**src/rtl/bank_select_if.sv**
```systemverilog
// Bank-select handshake bundle: step/load/stack controls in,
// look-ahead and registered bank index plus stack status out.
interface bank_select_if #(
  parameter int BANK_W = 2
);
  logic              bank_en;
  logic              bank_dir;
  logic              bank_ld;
  logic [BANK_W-1:0] bank_ld_val;
  logic              push;
  logic              pop;
  logic [BANK_W-1:0] q;
  logic [BANK_W-1:0] bank_cur;
  logic              wrapped;
  logic              stk_full;
  logic              stk_empty;
  logic              stk_err;

  modport master (
    output bank_en, bank_dir, bank_ld, bank_ld_val,
    output push, pop,
    input  q, bank_cur, wrapped,
    input  stk_full, stk_empty, stk_err
  );

  modport slave (
    input  bank_en, bank_dir, bank_ld, bank_ld_val,
    input  push, pop,
    output q, bank_cur, wrapped,
    output stk_full, stk_empty, stk_err
  );
endinterface

```
**src/rtl/bank_select_ctrl.sv**
```systemverilog
// Register-bank pointer with step/load and a LIFO context stack.
// Ports: clk, rst (sync, active-low), bus (bank_select_if.slave).
module bank_select_ctrl #(
  parameter int NUM_BANKS   = 4,
  parameter int BANK_W      = 2,
  parameter int STACK_DEPTH = 4,
  parameter int WRAP        = 1
) (
  input  logic          clk,
  input  logic          rst,
  bank_select_if.slave  bus
);
  localparam int CW = $clog2(STACK_DEPTH + 1);
  localparam int IW =
    (STACK_DEPTH > 1) ? $clog2(STACK_DEPTH) : 1;
  localparam logic [BANK_W-1:0] LAST =
    BANK_W'(NUM_BANKS - 1);
  localparam logic [CW-1:0] FULL_CNT =
    CW'(STACK_DEPTH);

  logic [BANK_W-1:0] bank_q, bank_d;
  logic [CW-1:0]     cnt_q, cnt_d;
  logic [BANK_W-1:0] stk_q [STACK_DEPTH];
  logic [BANK_W-1:0] stk_d [STACK_DEPTH];
  logic              wrapped_q, wrapped_d;
  logic              err_q, err_d;
  logic              full_q, full_d;
  logic              empty_q, empty_d;
  logic [IW-1:0]     top_idx;
  logic [IW-1:0]     wr_idx;
  logic              has_top;
  logic              is_full;

  always_comb begin
    has_top   = (cnt_q != '0);
    is_full   = (cnt_q == FULL_CNT);
    top_idx   = IW'(cnt_q - 1'b1);
    wr_idx    = IW'(cnt_q);
    bank_d    = bank_q;
    cnt_d     = cnt_q;
    stk_d     = stk_q;
    wrapped_d = 1'b0;
    err_d     = 1'b0;

    if (bus.pop && has_top) begin
      bank_d = stk_q[top_idx];
      // push+pop swaps in place; depth unchanged
      if (bus.push) stk_d[top_idx] = bank_q;
      else          cnt_d = cnt_q - 1'b1;
    end else begin
      if (bus.bank_ld) begin
        bank_d = (bus.bank_ld_val > LAST) ?
                 LAST : bus.bank_ld_val;
      end else if (bus.bank_en) begin
        if (!bus.bank_dir) begin
          if (bank_q == LAST) begin
            if (WRAP != 0) begin
              bank_d    = '0;
              wrapped_d = 1'b1;
            end
          end else begin
            bank_d = bank_q + 1'b1;
          end
        end else begin
          if (bank_q == '0) begin
            if (WRAP != 0) begin
              bank_d    = LAST;
              wrapped_d = 1'b1;
            end
          end else begin
            bank_d = bank_q - 1'b1;
          end
        end
      end
      // pop reaching here means the stack was empty
      if (bus.pop) err_d = 1'b1;
      if (bus.push) begin
        if (is_full) begin
          err_d = 1'b1;
        end else begin
          stk_d[wr_idx] = bank_q;
          cnt_d         = cnt_q + 1'b1;
        end
      end
    end

    full_d  = (cnt_d == FULL_CNT);
    empty_d = (cnt_d == '0);
  end

  always_ff @(posedge clk) begin
    if (!rst) begin
      bank_q    <= '0;
      cnt_q     <= '0;
      wrapped_q <= 1'b0;
      err_q     <= 1'b0;
      full_q    <= 1'b0;
      empty_q   <= 1'b1;
    end else begin
      bank_q    <= bank_d;
      cnt_q     <= cnt_d;
      wrapped_q <= wrapped_d;
      err_q     <= err_d;
      full_q    <= full_d;
      empty_q   <= empty_d;
    end
  end

  // entries above the count are dead, so no reset needed
  always_ff @(posedge clk) begin
    stk_q <= stk_d;
  end

  assign bus.q         = rst ? bank_d : '0;
  assign bus.bank_cur  = bank_q;
  assign bus.wrapped   = wrapped_q;
  assign bus.stk_full  = full_q;
  assign bus.stk_empty = empty_q;
  assign bus.stk_err   = err_q;
endmodule
```
**src/flat_wrapper.sv**
```systemverilog
// flat-port wrapper written by rule: the top's interface ports become plain ports
module bank_select_ctrl_flat 
#(
  parameter int NUM_BANKS   = 4,
  parameter int BANK_W      = 2,
  parameter int STACK_DEPTH = 4,
  parameter int WRAP        = 1
)
  (clk, rst, bus_bank_en, bus_bank_dir, bus_bank_ld, bus_bank_ld_val, bus_push, bus_pop, bus_q, bus_bank_cur, bus_wrapped, bus_stk_full, bus_stk_empty, bus_stk_err);
  bank_select_if #(.BANK_W(BANK_W)) bus_i ();
  input  logic clk;
  input  logic rst;
  input wire logic [$bits(bus_i.bank_en)-1:0] bus_bank_en;
  input wire logic [$bits(bus_i.bank_dir)-1:0] bus_bank_dir;
  input wire logic [$bits(bus_i.bank_ld)-1:0] bus_bank_ld;
  input wire logic [$bits(bus_i.bank_ld_val)-1:0] bus_bank_ld_val;
  input wire logic [$bits(bus_i.push)-1:0] bus_push;
  input wire logic [$bits(bus_i.pop)-1:0] bus_pop;
  output wire logic [$bits(bus_i.q)-1:0] bus_q;
  output wire logic [$bits(bus_i.bank_cur)-1:0] bus_bank_cur;
  output wire logic [$bits(bus_i.wrapped)-1:0] bus_wrapped;
  output wire logic [$bits(bus_i.stk_full)-1:0] bus_stk_full;
  output wire logic [$bits(bus_i.stk_empty)-1:0] bus_stk_empty;
  output wire logic [$bits(bus_i.stk_err)-1:0] bus_stk_err;
  assign bus_i.bank_en = bus_bank_en;
  assign bus_i.bank_dir = bus_bank_dir;
  assign bus_i.bank_ld = bus_bank_ld;
  assign bus_i.bank_ld_val = bus_bank_ld_val;
  assign bus_i.push = bus_push;
  assign bus_i.pop = bus_pop;
  assign bus_q = bus_i.q;
  assign bus_bank_cur = bus_i.bank_cur;
  assign bus_wrapped = bus_i.wrapped;
  assign bus_stk_full = bus_i.stk_full;
  assign bus_stk_empty = bus_i.stk_empty;
  assign bus_stk_err = bus_i.stk_err;
  bank_select_ctrl #(.NUM_BANKS(NUM_BANKS), .BANK_W(BANK_W), .STACK_DEPTH(STACK_DEPTH), .WRAP(WRAP)) u_core (.clk(clk), .rst(rst), .bus(bus_i));
endmodule
```
**config.mk**
```make
export PLATFORM = sky130hd
export DESIGN_NAME = bank_select_ctrl_flat
export DESIGN_NICKNAME = d
export VERILOG_FILES = /design/src/rtl/bank_select_if.sv /design/src/rtl/bank_select_ctrl.sv /design/src/flat_wrapper.sv
export SDC_FILE = /design/constraint.sdc
export NUM_CORES = 1
export LEC_CHECK = 0
export ABC_AREA = 0
export CAP_MARGIN = 20
export CORE_MARGIN = 4
export CORE_UTILIZATION = 56
export DETAILED_ROUTE_END_ITERATION = 8
export PLACE_DENSITY = 0.83
export SYNTH_ARGS = -nofsm -noshare
export SYNTH_HDL_FRONTEND = slang
export SYNTH_SLANG_ARGS = --single-unit
```
**constraint.sdc**
```tcl
create_clock -name clk -period 3.9 [get_ports clk]
set_input_delay 0.78 -clock clk [delete_from_list [all_inputs] [get_ports clk]]
set_output_delay 0.78 -clock clk [all_outputs]
set_load 0.05 [all_outputs]
```
==> metrics.txt <==
# TYPE chip_impl_metric gauge
chip_impl_metric{name="die_area",unit="um2"} 2697
chip_impl_metric{name="hold_viol_final",unit=""} 0
chip_impl_metric{name="final-setup-viol-count",unit=""} 0
chip_impl_metric{name="power.share.combinational",unit="%"} 47.4
chip_impl_metric{name="cts.htree.levels",unit=""} 1
chip_impl_metric{name="grt.overflow.total",unit=""} 0
chip_impl_metric{name="total_via_count_after_detailed_routing",unit=""} 854
chip_impl_info{name="synthDominantAreaCellType",value="sky130_fd_sc_hd__edfxtp_1"} 1
chip_impl_metric{name="grt_pass1_wl",unit="mm"} 3.795
chip_impl_metric{name="worst_setup_skew_after_layout",unit="ns"} 0.004984
chip_impl_info{name="crit_path_end_kind",value="output port"} 1
chip_impl_metric{name="crit_path_max_cell_delay",unit="ns"} 0.42
chip_impl_info{name="worstSetupEndpoint",value="bus_q[0]"} 1
chip_impl_metric{name="netlist.area_leader.share",unit="%"} 22.22
chip_impl_metric{name="power.ir.vdd_worst",unit="mV"} 0.2713
chip_impl_info{name="rsz0062_at_grt",value="false"} 1
chip_impl_metric{name="final.period_utilization",unit="%"} 81.49
chip_impl_metric{name="syn-mean-instance-area",unit="um2"} 10.01
chip_impl_metric{name="path_clk_slew",unit="ns"} 0.10
chip_impl_metric{name="asyncSetResetFlopFracSynth",unit="%"} 0
chip_impl_info{name="status",value="finished, final reports clean"} 1
chip_impl_metric{name="sequential_share_of_power",unit="%"} 37.8
chip_impl_metric{name="yosysSeqAreaShare",unit="%"} 38.89
chip_impl_metric{name="critPathRequiredTime",unit="ns"} 3.12
chip_impl_metric{name="io_pins",unit=""} 17
chip_impl_metric{name="detailedPlacementHpwl",unit="mm"} 1.711
chip_impl_metric{name="fin_nets",unit=""} 142
chip_impl_metric{name="intPower",unit="uW"} 379.3
chip_impl_metric{name="hold_buffers",unit=""} 0
chip_impl_info{name="path_cells",value="inv_1 -> ha_1 -> nand2b_1 -> nand2_1 -> nor2_1 -> a211oi_1 -> buf_4"} 1
chip_impl_metric{name="max_freq",unit="MHz"} 314.7
chip_impl_metric{name="timing_worst_slew_pin_value",unit="ns"} 0.5094
chip_impl_info{name="synthTopCellsByArea",value="sky130_fd_sc_hd__edfxtp_1 22%, sky130_fd_sc_hd__dfxtp_1 17%, sky130_fd_sc_hd__ha_1 8.1%, sky130_fd_sc_hd__mux4_2 4.2%, sky130_fd_sc_hd__nor2b_1 3.5%"} 1
chip_impl_metric{name="grt_max_degree",unit=""} 17
chip_impl_metric{name="cts_repair_resize_count",unit=""} 0
chip_impl_metric{name="postRouteAntennaNets",unit=""} 0
chip_impl_metric{name="final_routed_drc_violation_total",unit=""} 0
chip_impl_metric{name="die_y",unit="um"} 51.94
chip_impl_info{name="cts_tree",value="done"} 1
chip_impl_metric{name="power_switching",unit="uW"} 254.0
chip_impl_metric{name="fp-row-count",unit=""} 15
chip_impl_info{name="hold_path_class",value="flop to flop"} 1
chip_impl_metric{name="floorplan.core_area",unit="um2"} 1783
chip_impl_metric{name="wl_per_cell",unit="um"} 15.05
chip_impl_metric{name="layout_cells_sized_above_1",unit="%"} 14.40
chip_impl_metric{name="max_slew_margin",unit="%"} 65.93
chip_impl_metric{name="yosys_warnings",unit=""} 0
chip_impl_metric{name="first_global_vias",unit=""} 851
chip_impl_metric{name="syn_inst_count",unit=""} 108
chip_impl_metric{name="place_worst_setup_slack",unit="ns"} 0.8678
chip_impl_metric{name="critical_path_cell_count",unit=""} 7
chip_impl_info{name="critical_path.slowest_cell",value="sky130_fd_sc_hd__dfxtp_1"} 1
chip_impl_metric{name="cap_viol_max_count",unit=""} 0
chip_impl_metric{name="critical_path.max_fanout",unit=""} 8
chip_impl_metric{name="drt_first_iter_violations",unit=""} 32
chip_impl_metric{name="rrSetupSlack",unit="ns"} 1.78
chip_impl_metric{name="post_cts_buffers",unit=""} 0
chip_impl_info{name="synthTopCellsByCount",value="9 x sky130_fd_sc_hd__dfxtp_1, 9 x sky130_fd_sc_hd__nand2_1, 9 x sky130_fd_sc_hd__nor2_1, 8 x sky130_fd_sc_hd__edfxtp_1, 7 x sky130_fd_sc_hd__ha_1"} 1
chip_impl_info{name="r2r_end",value="u_core.stk_q[3]"} 1
chip_impl_info{name="ctsRootBufferMaster",value="sky130_fd_sc_hd__clkbuf_4"} 1
chip_impl_info{name="category_of_cells_accounting_for_the_largest_share_of_critical_path_delay",value="simple AND/OR/NAND/NOR gates"} 1
chip_impl_metric{name="ff2ff_path_depth",unit=""} 6
chip_impl_metric{name="layout_stage_area_growth_over_the_synthesis_result",unit="%"} 17.36
chip_impl_metric{name="critPathBufInv",unit=""} 2
chip_impl_metric{name="floorplan.initialDensity",unit="%"} 60.63
chip_impl_metric{name="buffer_ports.inserted",unit=""} 16
chip_impl_metric{name="cellLeakagePower",unit="uW"} 0.0004638
chip_impl_metric{name="routed_via_density",unit=""} 5.693
chip_impl_metric{name="netSwitchingFraction",unit="%"} 40.11
chip_impl_metric{name="grt.total_usage",unit="%"} 19.19
chip_impl_metric{name="postSynthRegisterBits",unit=""} 17
chip_impl_metric{name="setup_total_negative_slack",unit="ns"} 0
chip_impl_metric{name="synth_nets",unit=""} 124
chip_impl_info{name="yosys_most_used_dff",value="sky130_fd_sc_hd__dfxtp_1"} 1
chip_impl_metric{name="fin_crit_period",unit="ns"} 3.178
chip_impl_metric{name="grt_antenna_before_repair",unit=""} 0
chip_impl_info{name="worstSetupStartpointType",value="flop"} 1
chip_impl_info{name="path_class",value="flop to output port"} 1
chip_impl_metric{name="critPathArrivalTime",unit="ns"} 2.40
chip_impl_metric{name="globalplace.congestion",unit=""} 0.8511
chip_impl_metric{name="num_antenna_cells",unit=""} 0
chip_impl_metric{name="numCtsBuffers",unit=""} 3
chip_impl_metric{name="share_clk_of_total_power",unit="%"} 14.8
chip_impl_metric{name="report.final.slew_viol_count",unit=""} 0
chip_impl_metric{name="synth.lib_cells_used.distinct",unit=""} 38
chip_impl_metric{name="clk-insertion-delay-late",unit="ns"} 0.29
chip_impl_metric{name="totalWireLength",unit="mm"} 2.257
chip_impl_metric{name="x_dimension_of_the_die",unit="um"} 51.94
chip_impl_metric{name="power.density_cell_area",unit="nW/um2"} 499.2
chip_impl_metric{name="clock_path_buffers",unit=""} 2
chip_impl_metric{name="number_of_search_and_repair_iterations_in_the_first_detailed_routing_pass",unit=""} 4
chip_impl_metric{name="synth_area",unit="um2"} 1081
chip_impl_metric{name="timing.final.ws_setup",unit="ns"} 0.7221
chip_impl_info{name="worst_r2r_startpoint",value="u_core.cnt_q[0]"} 1
chip_impl_metric{name="clock_sink_count",unit=""} 17
chip_impl_metric{name="synth_enable_flop_cells",unit=""} 8
chip_impl_info{name="setup.worst_path.start",value="u_core.cnt_q[0]"} 1
power groups by stage:
stage                     clock network, uW  logic, uW  registers, uW
final                                  93.6        300            240
after global routing                    108        326            244
after CTS                              94.1        301            240
after detailed placement                  0        300            244
after global placement                    0        291            242
after floorplan                           0        200            271
cells in the final DEF (no fill, tap or decap), types with 3 or more instances in the layout:
master,synthesis,final
sky130_fd_sc_hd__dfxtp_1,9,9
sky130_fd_sc_hd__nor3_1,5,5
sky130_fd_sc_hd__a211oi_1,3,3
sky130_fd_sc_hd__clkbuf_4,0,3
sky130_fd_sc_hd__nor2_1,9,9
sky130_fd_sc_hd__nand2b_1,3,3
sky130_fd_sc_hd__nand2_1,9,9
sky130_fd_sc_hd__ha_1,7,7
sky130_fd_sc_hd__inv_1,6,6
sky130_fd_sc_hd__edfxtp_1,8,8
sky130_fd_sc_hd__o21ai_0,4,4
sky130_fd_sc_hd__clkdlybuf4s50_1,0,14
sky130_fd_sc_hd__a21oi_1,5,5
sky130_fd_sc_hd__nor2b_1,6,6
sky130_fd_sc_hd__buf_4,0,3
state kept, by name, indices dropped and copies added, names as in the netlist:
name	flops
u_core.cnt_q	3
u_core.stk_q	8
u_core.bus.stk_full	1
u_core.bus.wrapped	1
u_core.bus.stk_empty	1
u_core.bus.bank_cur	2
u_core.bus.stk_err	1
logic make-up (layout without fill, tap and decap cells):
group	Yosys count	after routing	share of synthesized area [%]
AND/OR/NAND/NOR	40	40	20.26
buffers and inverters	11	28	5.439
AO/OA/AOI/OAI	26	26	17.36
adder cells (fa/ha/maj)	7	7	8.101
multiplexers	6	6	9.143
XOR/XNOR	1	1	0.8103
flip-flops	17	17	38.89
worst register-to-register path: cells and delay by family, from the launching register on:
| family | cells | cell delay, ns |
|---|---|---|
| multiplexers | 1 | 0.29 |
| buffers and inverters | 1 | 0.17 |
| flip-flops | 1 | 0.54 |
| adder cells (fa/ha/maj) | 1 | 0.36 |
| AND/OR/NAND/NOR | 3 | 0.51 |
per-stage QoR:
step	hold slack, ns	cell area (um2)	utilization (%)	std cells	power, uW
final	0.7646	1269	71.16	150	633.3
after global routing	0.8155	1269	71.16	150	677.3
after CTS	0.7554	1269	71.16	150	634.6
after detailed placement	0.7313	1242	69.68	146	544.2
after global placement	0.6954	1242	69.68	146	532.7
after floorplan	0.6765	1081	-	108	470.8
layer usage:
metal  routed length (um)  part of all wire (%)  track usage [%]
met5                    0                     0                0
met4                   39                   1.7            8.734
met3                  123                   5.4            3.725
met2                 1050                    47            31.59
met1                 1044                    46            24.01
cell type report:
cell class / count / area [um2]
Timing Repair Buffer: 17 / 162.7
Tap cell: 25 / 31.28
Clock buffer: 4 / 26.28
Fill cell: 142 / 514.2
Sequential cell: 17 / 420.4
Multi-Input combinational cell: 80 / 601.8
Inverter: 7 / 26.28
worst min-delay path by stage:
stage | start | to | slack (ns) | cells past startpoint
2_1_floorplan | u_core.cnt_q[2] | u_core.cnt_q[0] | 0.68 | 3
3_3_place_gp | u_core.bus.bank_cur[1] | u_core.stk_q[5] | 0.70 | 2
3_5_place_dp | u_core.bus.bank_cur[1] | u_core.stk_q[5] | 0.73 | 2
4_1_cts | u_core.bus.bank_cur[1] | u_core.stk_q[5] | 0.76 | 2
5_1_grt | u_core.bus.bank_cur[1] | u_core.stk_q[1] | 0.82 | 2
6_report | u_core.bus.bank_cur[1] | u_core.stk_q[5] | 0.76 | 2
No activity file was read; power rests on OpenSTA's default activity.
